$ cat src/rtl/svga_timing_param_if.sv
// Video timing bundle between the timing generator and the fetch/display pipeline.
// Latency: n/a (signal grouping only).
// Backpressure: none; timing is free-running and consumers must keep up.
interface svga_timing_param_if;
  logic [1:0]  v_scale;
  logic        h_synch;
  logic        v_synch;
  logic        h_blank;
  logic        v_blank;
  logic        blank;
  logic        frame_start;
  logic        line_start;
  logic        show_border;
  logic        fetch_en;
  logic [11:0] pixel_count;
  logic [10:0] line_count;
  logic [4:0]  subchar_pixel;
  logic [6:0]  char_column;
  logic [4:0]  subchar_line;
  logic [6:0]  char_line;
  logic [9:0]  graph_pixel;
  logic [8:0]  graph_line;

  // Timing generator side
  modport master (
    input  v_scale,
    output h_synch, v_synch, h_blank, v_blank, blank, frame_start, line_start,
           show_border, fetch_en, pixel_count, line_count, subchar_pixel,
           char_column, subchar_line, char_line, graph_pixel, graph_line
  );

  // Consumer side
  modport slave (
    output v_scale,
    input  h_synch, v_synch, h_blank, v_blank, blank, frame_start, line_start,
           show_border, fetch_en, pixel_count, line_count, subchar_pixel,
           char_column, subchar_line, char_line, graph_pixel, graph_line
  );
endinterface

$ cat src/rtl/svga_timing_param.sv
// Parametrised VESA-style timing generator with window, fetch lead and cell/graphics counters.
// Latency: every output is registered and matches pixel_count/line_count of the same cycle.
// Backpressure: none; free-running on pixel_clock, fetch_en leads the window by LEAD pixels.
module svga_timing_param #(
  parameter int H_ACTIVE = 640,
  parameter int H_FP     = 16,
  parameter int H_SYNC   = 96,
  parameter int H_BP     = 48,
  parameter int V_ACTIVE = 480,
  parameter int V_FP     = 10,
  parameter int V_SYNC   = 2,
  parameter int V_BP     = 33,
  parameter bit HS_POL   = 1'b1,
  parameter bit VS_POL   = 1'b1,
  parameter int WIN_X    = 64,
  parameter int WIN_Y    = 48,
  parameter int WIN_W    = 512,
  parameter int WIN_H    = 384,
  parameter int LEAD     = 7,
  parameter int CHAR_W   = 16,
  parameter int CHAR_H   = 24
) (
  input  logic                   pixel_clock,
  input  logic                   reset,
  svga_timing_param_if.master    vid
);

  localparam int H_TOTAL = H_ACTIVE + H_FP + H_SYNC + H_BP;
  localparam int V_TOTAL = V_ACTIVE + V_FP + V_SYNC + V_BP;

  // Horizontal decode points (end points are exclusive)
  localparam logic [11:0] H_LAST = 12'(H_TOTAL - 1);
  localparam logic [11:0] HB_BEG = 12'(H_ACTIVE);
  localparam logic [11:0] HS_BEG = 12'(H_ACTIVE + H_FP);
  localparam logic [11:0] HS_END = 12'(H_ACTIVE + H_FP + H_SYNC);
  localparam logic [11:0] WX_BEG = 12'(WIN_X);
  localparam logic [11:0] WX_END = 12'(WIN_X + WIN_W);
  localparam logic [11:0] FE_BEG = 12'(WIN_X - LEAD);
  localparam logic [11:0] FE_END = 12'(WIN_X + WIN_W - LEAD);

  // Vertical decode points (end points are exclusive)
  localparam logic [10:0] V_LAST = 11'(V_TOTAL - 1);
  localparam logic [10:0] VB_BEG = 11'(V_ACTIVE);
  localparam logic [10:0] VS_BEG = 11'(V_ACTIVE + V_FP);
  localparam logic [10:0] VS_END = 11'(V_ACTIVE + V_FP + V_SYNC);
  localparam logic [10:0] WY_BEG = 11'(WIN_Y);
  localparam logic [10:0] WY_END = 11'(WIN_Y + WIN_H);

  localparam logic [4:0] CW_LAST = 5'(CHAR_W - 1);
  localparam logic [4:0] CH_LAST = 5'(CHAR_H - 1);

  logic [11:0] pix_q, pix_d;
  logic [10:0] line_q, line_d;

  logic win_line_d, in_win_d, fetch_d, hblank_d, vblank_d, hsync_d, vsync_d;
  logic line_start_d, frame_start_d, first_win_d, later_win_d;

  logic h_synch_q, v_synch_q, h_blank_q, v_blank_q, blank_q;
  logic frame_start_q, line_start_q, show_border_q, fetch_q;

  logic [4:0] subpix_q;
  logic [6:0] col_q;
  logic [9:0] gpix_q;
  logic [4:0] subline_q;
  logic [6:0] cline_q;
  logic [8:0] gline_q;
  logic [1:0] phase_q;
  logic [1:0] last_phase_q;   // latched scale minus one: 0=1x, 1=2x, 2=3x

  // Next raster position; all outputs decode from it so they line up with the counters
  always_comb begin
    pix_d  = pix_q + 12'd1;
    line_d = line_q;
    if (pix_q == H_LAST) begin
      pix_d  = 12'd0;
      line_d = (line_q == V_LAST) ? 11'd0 : line_q + 11'd1;
    end
  end

  // Region decode of the next position
  always_comb begin
    win_line_d    = (line_d >= WY_BEG) && (line_d < WY_END);
    in_win_d      = win_line_d && (pix_d >= WX_BEG) && (pix_d < WX_END);
    fetch_d       = win_line_d && (pix_d >= FE_BEG) && (pix_d < FE_END);
    hblank_d      = pix_d >= HB_BEG;
    vblank_d      = line_d >= VB_BEG;
    hsync_d       = (pix_d >= HS_BEG) && (pix_d < HS_END);
    vsync_d       = (line_d >= VS_BEG) && (line_d < VS_END);
    line_start_d  = pix_d == 12'd0;
    frame_start_d = line_start_d && (line_d == 11'd0);
    first_win_d   = line_start_d && (line_d == WY_BEG);
    later_win_d   = line_start_d && win_line_d && (line_d != WY_BEG);
  end

  // Raster counters and registered sync/blank/window flags
  always_ff @(posedge pixel_clock) begin
    if (reset) begin
      pix_q         <= 12'd0;
      line_q        <= 11'd0;
      h_synch_q     <= !HS_POL;
      v_synch_q     <= !VS_POL;
      h_blank_q     <= 1'b0;
      v_blank_q     <= 1'b0;
      blank_q       <= 1'b0;
      frame_start_q <= 1'b0;
      line_start_q  <= 1'b0;
      show_border_q <= 1'b1;
      fetch_q       <= 1'b0;
    end else begin
      pix_q         <= pix_d;
      line_q        <= line_d;
      h_synch_q     <= hsync_d ? HS_POL : !HS_POL;
      v_synch_q     <= vsync_d ? VS_POL : !VS_POL;
      h_blank_q     <= hblank_d;
      v_blank_q     <= vblank_d;
      blank_q       <= hblank_d | vblank_d;
      frame_start_q <= frame_start_d;
      line_start_q  <= line_start_d;
      show_border_q <= !(hblank_d | vblank_d) && !in_win_d;
      fetch_q       <= fetch_d;
    end
  end

  // Horizontal cell/graphics counters: count fetch cycles already issued on this line
  always_ff @(posedge pixel_clock) begin
    if (reset || line_start_d) begin
      subpix_q <= 5'd0;
      col_q    <= 7'd0;
      gpix_q   <= 10'd0;
    end else if (fetch_q) begin
      gpix_q <= gpix_q + 10'd1;
      if (subpix_q == CW_LAST) begin
        subpix_q <= 5'd0;
        col_q    <= col_q + 7'd1;
      end else begin
        subpix_q <= subpix_q + 5'd1;
      end
    end
  end

  // Graphics scale latch: v_scale only takes effect at a frame boundary
  always_ff @(posedge pixel_clock) begin
    if (reset) begin
      last_phase_q <= 2'd0;
    end else if (frame_start_d) begin
      last_phase_q <= (vid.v_scale == 2'd3) ? 2'd0 : vid.v_scale;
    end
  end

  // Vertical cell/graphics counters: step once per window line, hold elsewhere
  always_ff @(posedge pixel_clock) begin
    if (reset || first_win_d) begin
      subline_q <= 5'd0;
      cline_q   <= 7'd0;
      gline_q   <= 9'd0;
      phase_q   <= 2'd0;
    end else if (later_win_d) begin
      if (subline_q == CH_LAST) begin
        subline_q <= 5'd0;
        cline_q   <= cline_q + 7'd1;
      end else begin
        subline_q <= subline_q + 5'd1;
      end
      if (phase_q == last_phase_q) begin
        phase_q <= 2'd0;
        gline_q <= gline_q + 9'd1;
      end else begin
        phase_q <= phase_q + 2'd1;
      end
    end
  end

  assign vid.h_synch       = h_synch_q;
  assign vid.v_synch       = v_synch_q;
  assign vid.h_blank       = h_blank_q;
  assign vid.v_blank       = v_blank_q;
  assign vid.blank         = blank_q;
  assign vid.frame_start   = frame_start_q;
  assign vid.line_start    = line_start_q;
  assign vid.show_border   = show_border_q;
  assign vid.fetch_en      = fetch_q;
  assign vid.pixel_count   = pix_q;
  assign vid.line_count    = line_q;
  assign vid.subchar_pixel = subpix_q;
  assign vid.char_column   = col_q;
  assign vid.subchar_line  = subline_q;
  assign vid.char_line     = cline_q;
  assign vid.graph_pixel   = gpix_q;
  assign vid.graph_line    = gline_q;

endmodule

$ cat src/flat_wrapper.sv
// flat-port wrapper written by rule: the top's interface ports become plain ports
module svga_timing_param_flat 
#(
  parameter int H_ACTIVE = 640,
  parameter int H_FP     = 16,
  parameter int H_SYNC   = 96,
  parameter int H_BP     = 48,
  parameter int V_ACTIVE = 480,
  parameter int V_FP     = 10,
  parameter int V_SYNC   = 2,
  parameter int V_BP     = 33,
  parameter bit HS_POL   = 1'b1,
  parameter bit VS_POL   = 1'b1,
  parameter int WIN_X    = 64,
  parameter int WIN_Y    = 48,
  parameter int WIN_W    = 512,
  parameter int WIN_H    = 384,
  parameter int LEAD     = 7,
  parameter int CHAR_W   = 16,
  parameter int CHAR_H   = 24
)
  (pixel_clock, reset, vid_v_scale, vid_h_synch, vid_v_synch, vid_h_blank, vid_v_blank, vid_blank, vid_frame_start, vid_line_start, vid_show_border, vid_fetch_en, vid_pixel_count, vid_line_count, vid_subchar_pixel, vid_char_column, vid_subchar_line, vid_char_line, vid_graph_pixel, vid_graph_line);
  svga_timing_param_if vid_i ();
  input  logic pixel_clock;
  input  logic reset;
  input wire logic [$bits(vid_i.v_scale)-1:0] vid_v_scale;
  output wire logic [$bits(vid_i.h_synch)-1:0] vid_h_synch;
  output wire logic [$bits(vid_i.v_synch)-1:0] vid_v_synch;
  output wire logic [$bits(vid_i.h_blank)-1:0] vid_h_blank;
  output wire logic [$bits(vid_i.v_blank)-1:0] vid_v_blank;
  output wire logic [$bits(vid_i.blank)-1:0] vid_blank;
  output wire logic [$bits(vid_i.frame_start)-1:0] vid_frame_start;
  output wire logic [$bits(vid_i.line_start)-1:0] vid_line_start;
  output wire logic [$bits(vid_i.show_border)-1:0] vid_show_border;
  output wire logic [$bits(vid_i.fetch_en)-1:0] vid_fetch_en;
  output wire logic [$bits(vid_i.pixel_count)-1:0] vid_pixel_count;
  output wire logic [$bits(vid_i.line_count)-1:0] vid_line_count;
  output wire logic [$bits(vid_i.subchar_pixel)-1:0] vid_subchar_pixel;
  output wire logic [$bits(vid_i.char_column)-1:0] vid_char_column;
  output wire logic [$bits(vid_i.subchar_line)-1:0] vid_subchar_line;
  output wire logic [$bits(vid_i.char_line)-1:0] vid_char_line;
  output wire logic [$bits(vid_i.graph_pixel)-1:0] vid_graph_pixel;
  output wire logic [$bits(vid_i.graph_line)-1:0] vid_graph_line;
  assign vid_i.v_scale = vid_v_scale;
  assign vid_h_synch = vid_i.h_synch;
  assign vid_v_synch = vid_i.v_synch;
  assign vid_h_blank = vid_i.h_blank;
  assign vid_v_blank = vid_i.v_blank;
  assign vid_blank = vid_i.blank;
  assign vid_frame_start = vid_i.frame_start;
  assign vid_line_start = vid_i.line_start;
  assign vid_show_border = vid_i.show_border;
  assign vid_fetch_en = vid_i.fetch_en;
  assign vid_pixel_count = vid_i.pixel_count;
  assign vid_line_count = vid_i.line_count;
  assign vid_subchar_pixel = vid_i.subchar_pixel;
  assign vid_char_column = vid_i.char_column;
  assign vid_subchar_line = vid_i.subchar_line;
  assign vid_char_line = vid_i.char_line;
  assign vid_graph_pixel = vid_i.graph_pixel;
  assign vid_graph_line = vid_i.graph_line;
  svga_timing_param #(.H_ACTIVE(H_ACTIVE), .H_FP(H_FP), .H_SYNC(H_SYNC), .H_BP(H_BP), .V_ACTIVE(V_ACTIVE), .V_FP(V_FP), .V_SYNC(V_SYNC), .V_BP(V_BP), .HS_POL(HS_POL), .VS_POL(VS_POL), .WIN_X(WIN_X), .WIN_Y(WIN_Y), .WIN_W(WIN_W), .WIN_H(WIN_H), .LEAD(LEAD), .CHAR_W(CHAR_W), .CHAR_H(CHAR_H)) u_core (.pixel_clock(pixel_clock), .reset(reset), .vid(vid_i));
endmodule
$ cat config.mk
export PLATFORM = sky130hd
export DESIGN_NAME = svga_timing_param_flat
export DESIGN_NICKNAME = d
export VERILOG_FILES = /design/src/rtl/svga_timing_param_if.sv /design/src/rtl/svga_timing_param.sv /design/src/flat_wrapper.sv
export SDC_FILE = /design/constraint.sdc
export NUM_CORES = 1
export LEC_CHECK = 0
export ABC_AREA = 1
export ABC_CLOCK_PERIOD_IN_PS = 2180
export BUFFER_PORTS_ARGS = -buffer_cell sky130_fd_sc_hd__buf_2
export CAP_MARGIN = 10
export CORE_MARGIN = 2
export CORE_UTILIZATION = 25
export DETAILED_ROUTE_END_ITERATION = 8
export PLACE_DENSITY = 0.49
export SYNTH_ARGS = -nofsm -noshare
export SYNTH_HDL_FRONTEND = slang
export SYNTH_SLANG_ARGS = --single-unit
$ cat constraint.sdc
create_clock -name pixel_clock -period 2.18 [get_ports pixel_clock]
set_input_delay 0.218 -clock pixel_clock [delete_from_list [all_inputs] [get_ports pixel_clock]]
set_output_delay 0.218 -clock pixel_clock [all_outputs]
set_load 0.02 [all_outputs]
Word level (Yosys, flattened, before mapping)

Cells that the tools add are included.

Bits of input ports: 4
Bits in read-only memories: 0
Output and inout port bits: 75
Logic and storage cells: 79
Memory bits (writable): 0
Flip-flop bits (word level): 79
Latch bits: 0
Memories: 0

Multipliers: 0
Reductions and logical operators: 21
Magnitude comparators: 12
Bitwise logic cells: 1
Div/mod/pow operators: 0
Muxes and demuxes: 9
Equal/unequal tests: 8
Shift operators: 0
$add $sub $neg: 9

Operator list:

| operator                                                                              | count |
|---|---|
| 12-bit by 10-bit less-than comparator with 1-bit output, second input constant        | 3 |
| 12-bit by 10-bit greater-or-equal comparator with 1-bit output, second input constant | 2 |
| 11-bit by 9-bit greater-or-equal comparator with 1-bit output, second input constant  | 2 |
| 11-bit by 9-bit less-than comparator with 1-bit output, second input constant         | 2 |
| 11-bit two-way mux                                                                    | 2 |
| 7-bit by 1-bit adder with 7-bit output, second input constant                         | 2 |
| 12-bit by 1-bit adder with 12-bit output, second input constant                       | 1 |
| 12-bit by 10-bit == test with 1-bit output, second input constant                     | 1 |
| 12-bit by 6-bit greater-or-equal comparator with 1-bit output, second input constant  | 1 |
| 12-bit by 7-bit greater-or-equal comparator with 1-bit output, second input constant  | 1 |
| 1-bit logical AND                                                                     | 12 |
| 12-bit logical NOT                                                                    | 1 |
| 12-bit two-way mux                                                                    | 1 |
| 11-bit by 1-bit adder with 11-bit output, second input constant                       | 1 |
| 11-bit by 10-bit == test with 1-bit output, second input constant                     | 1 |
| 11-bit by 6-bit == test with 1-bit output, second input constant                      | 1 |
| 11-bit by 6-bit greater-or-equal comparator with 1-bit output, second input constant  | 1 |
| 11-bit logical NOT                                                                    | 1 |
| 11-bit by 6-bit inequality test with 1-bit output, second input constant              | 1 |
| 10-bit by 1-bit adder with 10-bit output, second input constant                       | 1 |
| 5-bit by 1-bit adder with 5-bit output, second input constant                         | 2 |
| 5-bit two-way mux                                                                     | 2 |
| 9-bit by 1-bit adder with 9-bit output, second input constant                         | 1 |
| 2-bit AND reduction                                                                   | 3 |
| 10 further kinds                                                                      | 14 |

Depth between registers and ports, before layout

Gate-level depths: netlist of the first run.

Depth in word-level cells: 9
Depth in mapped cells: 20
Gate-level depth less buffers: 18

Worst setup path before layout of the first run

Ideal clock, no wire load.

Path kind: register -> register
Start: reg u_core.pix_q[0] (netlist: u_core.vid.pixel_count[0])
End: reg u_core.subline_q[3] (netlist: u_core.vid.subchar_line[3])
Slack: -206 ps
Arrival time: 2272 ps
Required time: 2066 ps
Cell stages (with the launch flop): 15
Clock period less this slack: 2386 ps
Path buffers: 2
Library setup time: 114 ps
Cells stage by stage: dfxtp_1 > ha_1 > nand2_2 > nor2_4 > nand2_2 > nor2_2 > buf_6 > nand2_1 > o21ai_1 > nand2_1 > nor2_1 > nand3_1 > o21ai_2 > buf_4 > nor2_1

Cells in the longest elaborated chain, start to end: 6
Elaborated cells between the ends (all ways): 14
Those cells by class: add/sub: 1; order compare: 2; eq/ne: 3; mux: 2; reduce/logical: 6

Ends and longest elaborated chain:

| item                                                                                                                                           | line                     | text |
|---|---|---|
| start, declared                                                                                                                                | svga_timing_param.sv:52  | `logic [11:0] pix_q, pix_d;` |
| start signal, assigned                                                                                                                         | svga_timing_param.sv:110 | `pix_q <= pix_d;` |
| 12-bit by 10-bit == test with 1-bit output                                                                                                     | svga_timing_param.sv:74  | `if (pix_q == H_LAST) begin` |
| 11-bit two-way mux                                                                                                                             | svga_timing_param.sv:74  |  |
| 11-bit by 6-bit greater-or-equal comparator with 1-bit output / 11-bit by 9-bit less-than comparator with 1-bit output (equally long branches) | svga_timing_param.sv:82  | `win_line_d = (line_d >= WY_BEG) && (line_d < WY_END);` |
| 1-bit logical AND                                                                                                                              | svga_timing_param.sv:82  |  |
| 1-bit logical AND (2 in a row)                                                                                                                 | svga_timing_param.sv:92  | `later_win_d = line_start_d && win_line_d && (line_d != WY_BEG);` |
| end signal, assigned                                                                                                                           | svga_timing_param.sv:162 | `subline_q <= subline_q + 5'd1;` |
| end, declared                                                                                                                                  | svga_timing_param.sv:64  | `logic [4:0] subline_q;` |

Several ways; a longest one is shown, not always the timed one.
A chain may end at the register's enable or synchronous reset.

Worst setup path after layout of the first run

Start: reg u_core.pix_q[0] (netlist: u_core.vid.pixel_count[0])
End: reg u_core.subline_q[4] (netlist: u_core.vid.subchar_line[4])

Same word-level chain as after synthesis.

==> qor.yml, run 1 <==
drc: 0
via_count: 4505
worstPathRequired_ps: 2420
cts_hold_buf: 0
synth_mux_area_share_pct: 0
netlist_instances: 651
cts_buffers: 9
power_density_nw_per_um2: 473
ant_nets: 0
path_clk_slew_ps: 70
hp-class: "in -> reg"
synth_xor_area_share_pct: 3.22
io_pins: 79
avgViaCountPerCell: 4.25
yosys_warnings: 0
status: "finished, violations left"
finalHoldWorstSlack_ps: 152
synth_top_family_by_area: "simple AND/OR/NAND/NOR gates"
stdcell_count: 1061
syn_to_final_growth_pct: 45.5
std_cell_rows: 48
ir_drop_mv: 0.353
synthAdderAreaFrac_pct: 2.87
die_y_um: 136
ys_ff_latch: 79
dpl.hpwl_um: 9060
dieArea_um2: 18500
rrSetupSlack_ps: -180
antenna_found_initial: 0
critPathMaxFanout: 9
p_leak_nw: 3.02
max_slew_margin_pct: 70.1
grt_pass1_vias: 4208
core_region_area_um2: 17200
skew_ps: 11.5
synth_area_per_cell_um2: 6.69
synth_compound_area_share_pct: 5.75
post_drt_wl_per_cell_um: 11.6
hold_viol_final: 0
finalCritPeriodShare_pct: 108
h-tree-depth: 3
max_cap_viol_count: 0
worstMarginPinSlew_ps: 448
wl_um: 12300
nNetsFinal: 845
dp_worst_setup_slack_ps: -181
setup-violations-final: 25
startpoint_type: "register"
crit_path_end_kind: "register"
cts_tree: "built"
yosysSeqAreaShare_pct: 36.3
gr-total-overflow: 0
clkLatencyLatePin_ps: 340
drive_gt1_share_pct: 34.2
grt_max_degree: 23
fmax_mhz: 424
syn_nets: 665
grt_use_total_pct: 13.7
yosys.area_share.simple_pct: 41.5
fin_area_um2: 6330
port_buffers: 78
dpl.cell_count: 1024
place.gp.congestion: 0.841
worstSetupPathType: "reg -> reg"
placed_area_um2: 5630
antenna-diode-count: 0
ys_types: 38
finalSetupTns_ps: -3860
setup_ws_ps: -180
syn-cell-area_um2: 4350
maxSlewViolCount: 0
grt_pass1_wl_um: 20100
violations: "setup timing"
cts.path.max_buffers: 2
die_x_um: 136
period_needed_ps: 2360
drtIter0Drc: 179
clock-sinks: 79
initial_core_util_pct: 25.3
root_buffer: "clkbuf_16"
rsz0062_at_grt: "true"
arrival_ps: 2600
dr.pass1.iters: 4
metrics by stage:
| step | utilization (%) | power, mW |
|---|---|---|
| after floorplan | - | 1.53 |
| after global placement | 32.8 | 1.57 |
| after detailed placement | 32.8 | 1.57 |
| after CTS | 36.3 | 3.05 |
| after global routing | 36.9 | 3.12 |
| final | 36.9 | 3.00 |
cell families after synthesis:
logic type | count (synthesis)
AOI/OAI and AO/OA | 44
xor gates and xnor gates | 16
adders and majority gates | 10
buffers and inverters | 107
DFF | 79
and+or+nand+nor | 395
sequential cells by signal, indices dropped and copies added, names as in the netlist, 2 cells and up:
| register | count |
|---|---|
| u_core.vid.pixel_count | 12 |
| u_core.vid.line_count | 11 |
| u_core.vid.graph_pixel | 10 |
| u_core.vid.graph_line | 9 |
| u_core.vid.char_column | 7 |
| u_core.vid.char_line | 7 |
| u_core.vid.subchar_line | 5 |
| u_core.vid.subchar_pixel | 5 |
| u_core.last_phase_q | 2 |
| u_core.phase_q | 2 |
cells in the mapped netlist:
library cell | n | area (um^2)
o21ai_1 | 2 | 10.0
nand2_1 | 165 | 619
a31oi_1 | 2 | 12.5
nand3_2 | 6 | 60.1
o22ai_1 | 1 | 6.26
nand3_4 | 1 | 17.5
o21ai_0 | 12 | 60.1
nand3_1 | 50 | 250
nand3b_1 | 1 | 7.51
buf_6 | 5 | 56.3
nor2_4 | 5 | 56.3
o2111ai_1 | 1 | 8.76
ha_1 | 10 | 125
nand2_4 | 2 | 22.5
nand4_2 | 2 | 25.0
inv_2 | 4 | 15.0
nand4_1 | 8 | 50.1
and3_1 | 1 | 6.26
buf_2 | 4 | 20.0
nor2_2 | 6 | 37.5
dfxtp_1 | 79 | 1580
buf_4 | 1 | 7.51
a21oi_4 | 1 | 16.3
o21ai_2 | 1 | 8.76
nor3_1 | 18 | 90.1
buf_1 | 1 | 3.75
clkbuf_1 | 3 | 11.3
xnor2_1 | 6 | 52.6
nor3b_1 | 9 | 67.6
nor4_1 | 3 | 18.8
a21oi_1 | 21 | 105
a211oi_1 | 1 | 7.51
inv_1 | 89 | 334
nand2_2 | 12 | 75.1
nor3_2 | 1 | 10.0
xor2_1 | 10 | 87.6
o21bai_1 | 2 | 15.0
nor2_1 | 105 | 394
path summary, 6_finish.rpt:
check                                                                to  depth (start not counted)                                  from
worst max register to register  u_core.vid.subchar_line[4]$_SDFFE_PP0P_                         15  u_core.vid.pixel_count[0]$_SDFF_PP0_
worst max-delay path            u_core.vid.subchar_line[4]$_SDFFE_PP0P_                         15  u_core.vid.pixel_count[0]$_SDFF_PP0_
worst min register to register     u_core.vid.char_line[5]$_SDFFE_PP0P_                          2  u_core.vid.char_line[5]$_SDFFE_PP0P_
worst min-delay path                u_core.last_phase_q[0]$_SDFFE_PP0P_                          3                        vid_v_scale[0]
layer usage:
layer / vias up / routed length (um) / GRT usage [%]
li1: 2405 / - / -
met4: 0 / 216 / 5.44
met2: 66 / 5460 / 21.5
met3: 13 / 430 / 2.61
met1: 2021 / 6170 / 18.5
met5: - / 0 / 0
where the power goes:
part	internal, mW	leakage [nW]	total (mW)	switching (mW)
logic	0.0338	2.24	0.0892	0.0554
registers	1.45	0.640	1.45	0.00626
clock network	0.836	0.139	1.45	0.617
cells in the final DEF (no fill, tap or decap), drive strengths merged:
cell type / synthesis / layout
a211oi: 1 / 1
a21oi: 22 / 22
a31oi: 2 / 2
and3: 1 / 1
buf: 11 / 183
clkbuf: 3 / 12
clkinv: 0 / 3
clkinvlp: 0 / 1
dfxtp: 79 / 79
ha: 10 / 10
inv: 93 / 93
nand2: 179 / 179
nand3: 57 / 57
nand3b: 1 / 1
nand4: 10 / 10
nor2: 116 / 116
nor3: 19 / 19
nor3b: 9 / 9
nor4: 3 / 3
o2111ai: 1 / 1
o21ai: 15 / 15
o21bai: 2 / 2
o22ai: 1 / 1
xnor2: 6 / 6
xor2: 10 / 10
timing repair:
| action | in CTS | in global routing |
|---|---|---|
| setup buffers | 15 | 4 |
| hold endpoints to repair | 0 | 0 |
| gates cloned | 3 | 0 |
| pin swaps | 8 | 17 |
| resized for setup | 42 | 30 |
| setup endpoints to repair | 29 | 52 |
final cells by class:
class                      instances  area [um^2]
clock inverter                     4         30.0
tap                              225          282
timing repair buffer             183         1290
fill                            1913        10800
inverter                          93          354
multi-input combinational        465         2530
clock buffer                      12          256
sequential                        79         1590
worst max-delay path: stages, from the launching register on:
cell and delay (ps):
dfxtp_4 350, ha_4 140, nand2_4 70, nor2_4 170, nand3_2 120, nor2_4 220
nand2_1 130, nand2_4 110, nand3_1 120, nor2_2 110, nand3_2 100, buf_4 160
o21ai_4 230, inv_4 110, nand2_1 90, nor2_1 40
(Power assumes the default switching activity.)
==> run 2, diff against run 1 <==
ABC_AREA = default   (was 1)
==> run 2 against run 1 <==
- the run still ends with setup timing left
- non-clock buffer count rose by 39
- synthesized cell count fell by 22%
- first-iteration DRC count rose by 15%
==> qor.yml, run 2 <==
cts.path.max_buffers: 2
maxSlewViolCount: 0
yosysSeqAreaShare_pct: 37.1
clkLatencyLatePin_ps: 350
drc: 0
place.gp.congestion: 0.871
min_from: "vid_v_scale[0]"
critPathSlowestCell: "or4b_1"
rr_worst_depth: 11
holdPathEnd: "u_core.last_phase_q[1]$_SDFFE_PP0P_"
power_frac_comb_pct: 3.7
violations: "setup timing"
syn_to_final_growth_pct: 60.3
largest_register_ffs: 12
arrival_ps: 3020
hp-class: "in -> reg"
synth-edff-count: 0
dr.pass1.iters: 4
yosysTopAreaCell: "dfxtp_1"
std_cell_rows: 47
wl_um: 13600
fillCellCount: 1639
hold_viol_final: 0
setup_ws_ps: -541
synth_top_area_share_pct: 37.1
core_region_area_um2: 16600
antenna-diode-count: 0
critPathMaxFanout: 6
fmax_mhz: 368
synth_most_common_cell: "dfxtp_1"
h-tree-depth: 3
post_drt_wl_per_cell_um: 14.5
synth_area_per_cell_um2: 8.34
netlist_instances: 511
power_density_nw_per_um2: 457
syn-cell-area_um2: 4260
finalHoldWorstSlack_ps: 162
p_leak_nw: 2.75
grt_pass1_vias: 4286
p_int_mw: 2.37
die_y_um: 135
synthTopCellsByCount: "dfxtp_1, nor2_1, nand2_1"
gr-total-overflow: 0
path_delay_family: "simple AND/OR/NAND/NOR gates"
crit_path_end_kind: "register"
avgViaCountPerCell: 4.78
io_pins: 79
worstSetupPathType: "reg -> reg"
critPathMaxStageDelay_ps: 460
dp_worst_setup_slack_ps: -661
rsz0062_at_grt: "true"
synthTopCellsByArea: "dfxtp_1, nor2_1, xor2_1, nand2_1, xnor2_1"
startpoint_type: "register"
mostFrequentLayoutCells: "buf_4, buf_2, dfxtp_1, nor2_1, nand2_1"
ir_drop_mv: 0.337
p_clk_share_pct: 49.9
p_sw_mw: 0.758
period_needed_ps: 2720
cts_hold_buf: 0
switching_share_pct: 24.2
worstPathRequired_ps: 2480
status: "finished, violations left"
ys_ff_latch: 79
skew_ps: 12.7
drtIter0Drc: 206
max_cap_viol_count: 0
ant_nets: 0
setup-violations-final: 53
port_buffers: 78
grt_pass1_wl_um: 21500
seqPwrFrac_pct: 46.4
clock-sinks: 79
nNetsFinal: 726
syn_nets: 525
finalCritPeriodShare_pct: 125
r2r-end: "u_core.vid.graph_line[8]$_SDFFE_PP0P_"
max_slew_margin_pct: 61.8
via_count: 4481
drive_gt1_share_pct: 48.7
path_clk_slew_ps: 70
min_path_cells: 3
yosys_warnings: 0
power_mw: 3.13
initial_core_util_pct: 25.6
r2r-start: "u_core.vid.pixel_count[5]$_SDFF_PP0_"
worstPathCellList: "nor4b_4, buf_4, nand4_4, buf_6, o21ai_4, nand4_4, a211oi_4, nand4_1, buf_6, or4b_1, nand2_1"
worst-path-buf-inv: 3
cts_buffers: 9
rrSetupSlack_ps: -540
cts_tree: "built"
dpl.hpwl_um: 9890
post-route-util_pct: 41.1
finalSetupTns_ps: -16340
grt_max_degree: 21
ys.flop_type: "dfxtp_1"
die_x_um: 135
antenna_found_initial: 0
final_common_cell: "buf_4"
ys_types: 66
worstMarginPinSlew_ps: 571
async_reset_ff_share_pct: 0
root_buffer: "clkbuf_16"
dieArea_um2: 18100
grt_use_total_pct: 14.9
[run 2: worst register-to-register path, cell delays in order (launching register included)]
cell,delay (ps)
dfxtp_2,330
nor4b_4,370
buf_4,190
nand4_4,140
buf_6,180
o21ai_4,70
nand4_4,180
a211oi_4,320
nand4_1,190
buf_6,170
or4b_1,460
nand2_1,70
[run 2: worst max path at each step]
stage	to	depth (start not counted)	start	slack [ps]
final	u_core.vid.graph_line[8]$_SDFFE_PP0P_	11	u_core.vid.pixel_count[5]$_SDFF_PP0_	-540
after global routing	u_core.last_phase_q[0]$_SDFFE_PP0P_	11	u_core.vid.line_count[0]$_SDFF_PP0_	-700
after CTS	u_core.last_phase_q[0]$_SDFFE_PP0P_	10	u_core.vid.pixel_count[10]$_SDFF_PP0_	-540
after detailed placement	u_core.vid.char_line[5]$_SDFFE_PP0P_	11	u_core.vid.pixel_count[0]$_SDFF_PP0_	-660
after global placement	u_core.last_phase_q[0]$_SDFFE_PP0P_	9	u_core.vid.line_count[0]$_SDFF_PP0_	-560
after floorplan	u_core.last_phase_q[0]$_SDFFE_PP0P_	10	u_core.vid.line_count[1]$_SDFF_PP0_	-430
[run 2: kinds of logic (layout without fill, tap and decap cells)]
group / count (synthesis) / count (layout) / synth area share [%]
DFF: 79 / 79 / 37.1
xor gates and xnor gates: 42 / 42 / 8.63
buffers and inverters: 46 / 252 / 4.84
and+or+nand+nor: 234 / 234 / 29.7
adders and majority gates: 11 / 11 / 3.17
AOI/OAI and AO/OA: 94 / 94 / 15.4
muxes: 5 / 5 / 1.17
[run 2: repair_timing]
item | 4_1_cts | 5_1_grt
endpoints found under the setup margin | 57 | 58
setup buffers | 14 | 18
resized for setup | 33 | 80
pin swaps | 13 | 43
cloned | 2 | 3
[run 2: routing by layer]
layer	share of wire, %	up-vias	global-route usage, %
li1	-	2217	-
met5	0	-	0
met3	4.8	18	3.64
met2	48	108	24.5
met1	46	2138	18.8
met4	1.9	0	5.56
[run 2: power groups by stage]
stage                     Sequential [mW]  Clock [mW]  Combinational [mW]
after floorplan                      1.49           0              0.0392
after global placement               1.48           0              0.0801
after detailed placement             1.48           0              0.0811
after CTS                            1.45        1.61              0.0984
after global routing                 1.45        1.67               0.125
final                                1.45        1.56               0.116
[run 2: area by class of cell]
class | instances | area (um^2) | area share (%)
timing repair buffer | 222 | 1610 | 23.6
tap | 220 | 275 | 4.03
clock inverter | 6 | 56.3 | 0.824
multi-input combinational | 386 | 2970 | 43.5
inverter | 14 | 55.1 | 0.805
clock buffer | 10 | 250 | 3.66
sequential | 79 | 1610 | 23.6
[run 2: stage by stage]
step / cells / cell area, um^2
final: 937 / 6840
after CTS: 920 / 6380
after detailed placement: 890 / 5830
after floorplan: 511 / 4540
after global routing: 937 / 6840
after global placement: 890 / 5830
